**src/rtl/atm_txn_arbiter.sv**
```systemverilog
// atm_txn_arbiter
//
// Two ATM terminals share one bank of NUM_ACCT 16-bit account balances.
// A three-state FSM (IDLE -> EXEC -> COMMIT) grants the store to one
// terminal at a time. Terminals are chosen round-robin. Each transaction
// takes a fixed two cycles from the grant edge to the done pulse.
//
// Optional feature macro: ATM_WD_LIMIT_EN
//   When defined, a withdrawal larger than WD_LIMIT is refused with status
//   LIMIT. When undefined, there is no limit check and WD_LIMIT is unused.
//
// Ports
//   clk            single clock, rising edge
//   rst            asynchronous active-low reset (0 = reset)
//   req0/req1      transaction request from terminal 0/1
//   op0/op1        01 withdraw, 10 deposit, 11 balance, 00 illegal
//   acct0/acct1    account index
//   amt0/amt1      unsigned amount (ignored for balance)
//   gnt            one-hot, terminal currently owning the account store
//   done0/done1    one-cycle completion pulse per terminal
//   status         0 OK, 1 INSUF, 2 OVF, 3 BADACCT, 4 BADOP, 5 LIMIT
//   bal_out        account balance after the last committed transaction
//   busy           FSM is not IDLE
module atm_txn_arbiter #(
    parameter int          NUM_ACCT = 7,
    parameter logic [15:0] INIT_BAL = 16'd500,
    parameter logic [15:0] WD_LIMIT = 16'd5000
) (
    input  logic        clk,
    input  logic        rst,
    input  logic        req0,
    input  logic        req1,
    input  logic [1:0]  op0,
    input  logic [1:0]  op1,
    input  logic [2:0]  acct0,
    input  logic [2:0]  acct1,
    input  logic [15:0] amt0,
    input  logic [15:0] amt1,
    output logic [1:0]  gnt,
    output logic        done0,
    output logic        done1,
    output logic [2:0]  status,
    output logic [15:0] bal_out,
    output logic        busy
);

    typedef enum logic [1:0] {IDLE, EXEC, COMMIT} FsmState;

    typedef enum logic [2:0] {
        ST_OK      = 3'd0,
        ST_INSUF   = 3'd1,
        ST_OVF     = 3'd2,
        ST_BADACCT = 3'd3,
        ST_BADOP   = 3'd4,
        ST_LIMIT   = 3'd5
    } StatusCode;

    localparam logic [1:0] OP_ILLEGAL  = 2'b00;
    localparam logic [1:0] OP_WITHDRAW = 2'b01;
    localparam logic [1:0] OP_DEPOSIT  = 2'b10;
    localparam logic [1:0] OP_BALANCE  = 2'b11;

    FsmState     state;
    logic [15:0] balances [NUM_ACCT];
    logic [1:0]  capOp;
    logic [2:0]  capAcct;
    logic [15:0] capAmt;
    StatusCode   pendStatus;
    logic [15:0] pendBal;
    logic [1:0]  served;
    logic        rrPrio;

    logic        elig0;
    logic        elig1;
    logic        pick1;
    logic        badAcct;
    logic [15:0] curBal;
    logic [16:0] depSum;
    StatusCode   execStatus;
    logic [15:0] execBal;

    // A terminal that was just served stays ineligible until its req has
    // been seen low. Otherwise a held req would be served over and over.
    // rrPrio names the terminal that wins when both are eligible.
    assign elig0   = req0 & ~served[0];
    assign elig1   = req1 & ~served[1];
    assign pick1   = elig1 & (~elig0 | rrPrio);
    assign busy    = (state != IDLE);
    assign badAcct = (int'(capAcct) >= NUM_ACCT);

    // Compute the outcome of the captured transaction from the current
    // balance. The checks are ordered so that later assignments override
    // earlier ones: a bad account beats everything, and the withdrawal
    // limit (when compiled in) beats an insufficient balance.
    always_comb begin
        curBal     = '0;
        if (!badAcct) curBal = balances[capAcct];
        depSum     = {1'b0, curBal} + {1'b0, capAmt};
        execStatus = ST_OK;
        execBal    = curBal;
        if (badAcct) begin
            execStatus = ST_BADACCT;
            execBal    = '0;
        end else begin
            case (capOp)
                OP_WITHDRAW: begin
                    if (capAmt > curBal) execStatus = ST_INSUF;
                    else                 execBal    = curBal - capAmt;
`ifdef ATM_WD_LIMIT_EN
                    if (capAmt > WD_LIMIT) begin
                        execStatus = ST_LIMIT;
                        execBal    = curBal;
                    end
`endif
                end
                OP_DEPOSIT: begin
                    if (depSum[16]) execStatus = ST_OVF;
                    else            execBal    = depSum[15:0];
                end
                OP_BALANCE: begin
                    execStatus = ST_OK;
                end
                OP_ILLEGAL: begin
                    execStatus = ST_BADOP;
                end
                default: begin
                    execStatus = ST_BADOP;
                end
            endcase
        end
    end

`ifdef ATM_WD_LIMIT_EN
`else
    logic unusedWdLimit;
    assign unusedWdLimit = ^WD_LIMIT;
`endif

    // Main FSM. Requests are looked at only in IDLE, where the winner's
    // op/acct/amt are captured. EXEC registers the computed result. COMMIT
    // writes the balance back (only when the result is OK), publishes
    // status/bal_out, pulses done and marks the terminal as served.
    // Because the write happens on the edge that leaves COMMIT, a reset in
    // EXEC or COMMIT leaves the store untouched and produces no done pulse.
    always_ff @(posedge clk or negedge rst) begin
        if (!rst) begin
            state      <= IDLE;
            gnt        <= '0;
            done0      <= 1'b0;
            done1      <= 1'b0;
            status     <= '0;
            bal_out    <= '0;
            served     <= '0;
            rrPrio     <= 1'b0;
            capOp      <= '0;
            capAcct    <= '0;
            capAmt     <= '0;
            pendStatus <= ST_OK;
            pendBal    <= '0;
            for (int i = 0; i < NUM_ACCT; i++) balances[i] <= INIT_BAL;
        end else begin
            done0 <= 1'b0;
            done1 <= 1'b0;
            if (!req0) served[0] <= 1'b0;
            if (!req1) served[1] <= 1'b0;
            case (state)
                IDLE: begin
                    if (elig0 | elig1) begin
                        gnt     <= pick1 ? 2'b10 : 2'b01;
                        rrPrio  <= ~pick1;
                        capOp   <= pick1 ? op1 : op0;
                        capAcct <= pick1 ? acct1 : acct0;
                        capAmt  <= pick1 ? amt1 : amt0;
                        state   <= EXEC;
                    end
                end
                EXEC: begin
                    pendStatus <= execStatus;
                    pendBal    <= execBal;
                    state      <= COMMIT;
                end
                COMMIT: begin
                    if (pendStatus == ST_OK) balances[capAcct] <= pendBal;
                    status  <= pendStatus;
                    bal_out <= pendBal;
                    done0   <= gnt[0];
                    done1   <= gnt[1];
                    if (gnt[0]) served[0] <= 1'b1;
                    if (gnt[1]) served[1] <= 1'b1;
                    gnt     <= '0;
                    state   <= IDLE;
                end
                default: begin
                    gnt   <= '0;
                    state <= IDLE;
                end
            endcase
        end
    end

endmodule

```
**config.mk**
```make
export PLATFORM = sky130hd
export DESIGN_NAME = atm_txn_arbiter
export DESIGN_NICKNAME = d
export VERILOG_FILES = /design/src/rtl/atm_txn_arbiter.sv
export SDC_FILE = /design/constraint.sdc
export NUM_CORES = 1
export LEC_CHECK = 0
export CAP_MARGIN = 25
export CORE_MARGIN = 4
export CORE_UTILIZATION = 52
export CTS_CLUSTER_SIZE = 25
export DETAILED_ROUTE_END_ITERATION = 8
export PLACE_DENSITY = 0.78
export SLEW_MARGIN = 20
export SYNTH_ARGS = -nofsm -noshare
export SYNTH_HDL_FRONTEND = slang
export SYNTH_SLANG_ARGS = --single-unit
export TNS_END_PERCENT = 50
```
**constraint.sdc**
```tcl
create_clock -name clk -period 3.8 [get_ports clk]
set_input_delay 0.76 -clock clk [delete_from_list [all_inputs] [get_ports clk]]
set_output_delay 0.76 -clock clk [all_outputs]
set_load 0.02 [all_outputs]
```
==> summary.txt <==
Power
  – Clock Power Share: between 10% and 20%
  – Power Dens Cells: 913 nW/um^2
  – Comb power frac: 55.3%
  – Leak: ~5.7 nW
  – Int Power: 6.47 mW
  – Fraction of power spent switching nets: 42.7%
  – Sequential power share: roughly 28%
  – Final Power: roughly 11 mW
  – NetSw: 4.82 mW
  – Peak VDD IR: around 0.51 mV

Synthesis
  – Mapped Avg Cell Area: 11.0 sq um
  – Synth unique cells: 74
  – Warnings, synthesis: 0
  – Async SR Flop Fraction: 100%
  – Syn_nets: between 900 and 1000
  – FF+latch count, synth: between 150 and 200
  – Post-synthesis cell area: just under 10000 sq um
  – Ys flop type: dfrtp_1
  – Top-count cell post-synth: dfrtp_1
  – Sequential area share after synthesis: 46.6%
  – Top cell type by total area after synthesis: dfrtp_1
  – EDFF count, synth: 0
  – Post-Synthesis Cells: slightly below 900
  – Share of the synthesized area in the top cell type: a little over a third
  – Synth cell count leaders: 138 x dfrtp_1, 119 x mux2_2, 89 x nand2_1, 53 x nor2_1, 42 x dfstp_2
  – Ranking of synthesized cells by area: dfrtp_1 35%, mux2_2 14%, dfstp_2 11%

Timing
  – Post-layout min period: between 3000 and 4000 ps
  – Setup Skew: a little over 9 ps
  – FMAX: about 0.25 GHz
  – Final Cycle Share: 104%
  – Worst-margin pin slew: 1000 ps
  – Final setup vio count: 13
  – Max-slew headroom: about a third
  – Worst Setup Slack, final: -166 ps
  – TNS Setup: -564 ps
  – RSZ-0062 raised after global routing: true
  – Final hold viol count: 0
  – Slew Limit Fails: 0

Global route
  – Global-route wire length before repair: 42900 um
  – Initial antenna violation count: 0
  – Largest net degree at the start of global routing: about 70
  – Tot GR Track Use: 25.5%
  – Remaining Overflow, GRT: 0
  – Vias in the first global route: roughly 7900

Cells and area
  – Core Util, Final: just under 70%
  – Final Cell Area: 12400 sq um
  – Fillers: roughly 1300
  – Register area: between 4000 and 5000 sq um
  – Area growth syn-to-layout: 26.4%
  – Share of layout cells above drive strength 1: a little under two fifths
  – Ant diodes: 0
  – Total Nets Final: 1128
  – Multi-input gate area: slightly above 5000 sq um

Clock network
  – TritonCTS clock tree: yes
  – Clock Path Buffers: 2
  – Later-pin clock latency in the skew report: about 440 ps
  – Clock sink count: 180
  – Htree depth: 4
  – Total CTS buffers: 17
  – Hold-fix buffers, CTS: 0
  – Clock transition at path regs: 70 ps
  – Clk root buf: clkbuf_16

Placement
  – Post-DP HPWL: ~19000 um
  – IO buf count: between 60 and 70
  – Gpl congestion: ~1
  – Pre-CTS WS: -149 ps
  – Placed Area: between 10000 and 15000 sq um

Floorplanning
  – Die W: approximately 150 um
  – Ports: 70
  – Die Ht: approximately 150 um
  – Core area: roughly 18000 sq um
  – Cell Rows: roughly 50
  – Die area: 21100 sq um
  – Initial Utilization: a little over half

Detailed routing
  – Via-to-Cell Ratio: 6.19
  – Starting DRT DRC Count: approximately 800
  – Post-route ant nets: 0
  – Vias: about 7900
  – Pre-antenna DRT Iters: 5
  – Residual DRC: 0
  – Per-cell routed wire length: approximately 22 um
  – Routed wire length: roughly 28000 um

Worst setup path
  – Crit-path cells: mux2i_1 -> nor2_1 -> a31oi_1 -> o22ai_2 -> a31oi_2 -> buf_4 -> inv_2 -> ha_4 -> inv_2 -> fa_2 -> or3_4 -> a2111oi_4 -> o31a_4 -> buf_4 -> a21o_1 -> o31ai_4 -> o211ai_4 -> nand2_1 -> o221ai_1
  – Worst setup EP type: flop
  – Slowest stage delay, CP: 480 ps
  – Startpoint types: flop
  – Setup Crit Path Kind: flop to flop
  – Critical path arrival: around 4300 ps
  – Required time of the critical path: around 4000 ps
  – CP Max Fanout: 6
  – Slowest stage cell, crit path: a2111oi_4

Flow run
  – Maxcap violations: 0

Status
  – Outcome: finished with violations
  – Failing checks: negative setup slack

Min path
  – Hold/Removal Path Class: primary input to asynchronous set/reset pin
critical path, delay by kind of cell (launching register included):
family / cells / cell delay (ps)
muxes: 1 / 150
buffers and inverters: 4 / 370
adders and majority gates: 2 / 480
DFF: 1 / 470
AOI/OAI and AO/OA: 9 / 1690
and+or+nand+nor: 3 / 680
power by group through the flow:
stage                     logic, mW  clock network [mW]  registers, mW
after floorplan                3.50                   0           3.05
after global placement         5.39                   0           3.15
after detailed placement       5.45                   0           3.19
after CTS                      5.57                1.87           3.17
after global routing           6.66                1.96           3.26
final                          6.24                1.86           3.19
layout make-up:
type                       instances  area share (%)
sequential                       180            36.9
multi-input combinational        617            41.4
inverter                          43            1.31
timing repair buffer             180            13.1
clock buffer                      20            3.96
tap                              229            2.32
clock inverter                    12            1.05
final timing paths:
check / from / end / slack [ps] / cells after the start
worst max-delay path: capAcct[0]$_DFFE_PN0P_ / pendBal[1]$_DFFE_PN0N_ / -170 / 19
worst min-delay path: rst / served[1]$_DFF_PN0_ / 300 / 1
worst max register to register: capAcct[0]$_DFFE_PN0P_ / pendBal[1]$_DFFE_PN0N_ / -170 / 19
worst min register to register: bal_out[8]$_DFFE_PN0N_ / bal_out[8]$_DFFE_PN0N_ / 480 / 2
max in group asynchronous: rst / balances[36]$_DFFE_PN1P_ / 2620 / 2
min in group clk: bal_out[8]$_DFFE_PN0N_ / bal_out[8]$_DFFE_PN0N_ / 480 / 2
stage by stage:
stage                     hold slack [ps]  cells
after floorplan                       445    886
after global placement                457   1229
after detailed placement              462   1229
after CTS                             329   1264
after global routing                  353   1281
final                                 305   1281
cell families (layout without fill, tap and decap cells):
family	count (synthesis)	in the layout	share of synthesized area, %
buf+inv	89	255	3.79
flops	180	180	46.6
xor+xnor	20	20	1.79
simple gates	214	214	10.1
mux	143	143	17.4
fa+ha+maj	43	43	5.66
compound gates	197	197	14.6
metal layers:
metal | track usage (%) | part of all wire, %
met2 | 40.8 | 48
met1 | 35.1 | 42
met3 | 4.90 | 6.9
met5 | 0 | 0
met4 | 8.97 | 3.0
flip-flops by register name (all words and copies together), names as in the netlist:
register,flops
bal_out,16
balances,112
capAcct,3
capAmt,16
capOp,2
done0,1
done1,1
gnt,2
pendBal,16
pendStatus,3
rrPrio,1
served,2
state,2
status,3
placed cells by master (no fill, tap or decap), types with 4 or more instances in the layout:
master           instances
nand2_1                 89
a211oi_1                 4
dfstp_2                 42
nor2_2                   6
buf_6                   10
mux4_2                  10
nand3_1                 16
o22ai_1                 17
mux2i_1                 14
buf_4                   97
mux2_2                 119
ha_4                     5
a21oi_2                  7
o211ai_1                 5
xnor2_1                 17
clkdlybuf4s50_1         68
dfrtp_1                135
buf_12                   5
inv_1                   37
a22oi_1                 32
nor3_1                   7
o21ai_0                 18
clkbuf_16               19
nor2b_1                 10
nor2_1                  47
nand2b_1                10
a222oi_1                 4
ha_1                    34
a21o_1                   7
a21oi_1                 34
o21ai_1                  4
inv_2                    5
a31oi_1                 10
a211o_1                  5
timing repair:
action / 4_1_cts / 5_1_grt
gates resized for setup: 6 / 69
setup endpoints to repair: 16 / 16
pin swaps: 0 / 32
buffers inserted: 3 / 17
Power figures use the tool's default switching activity.
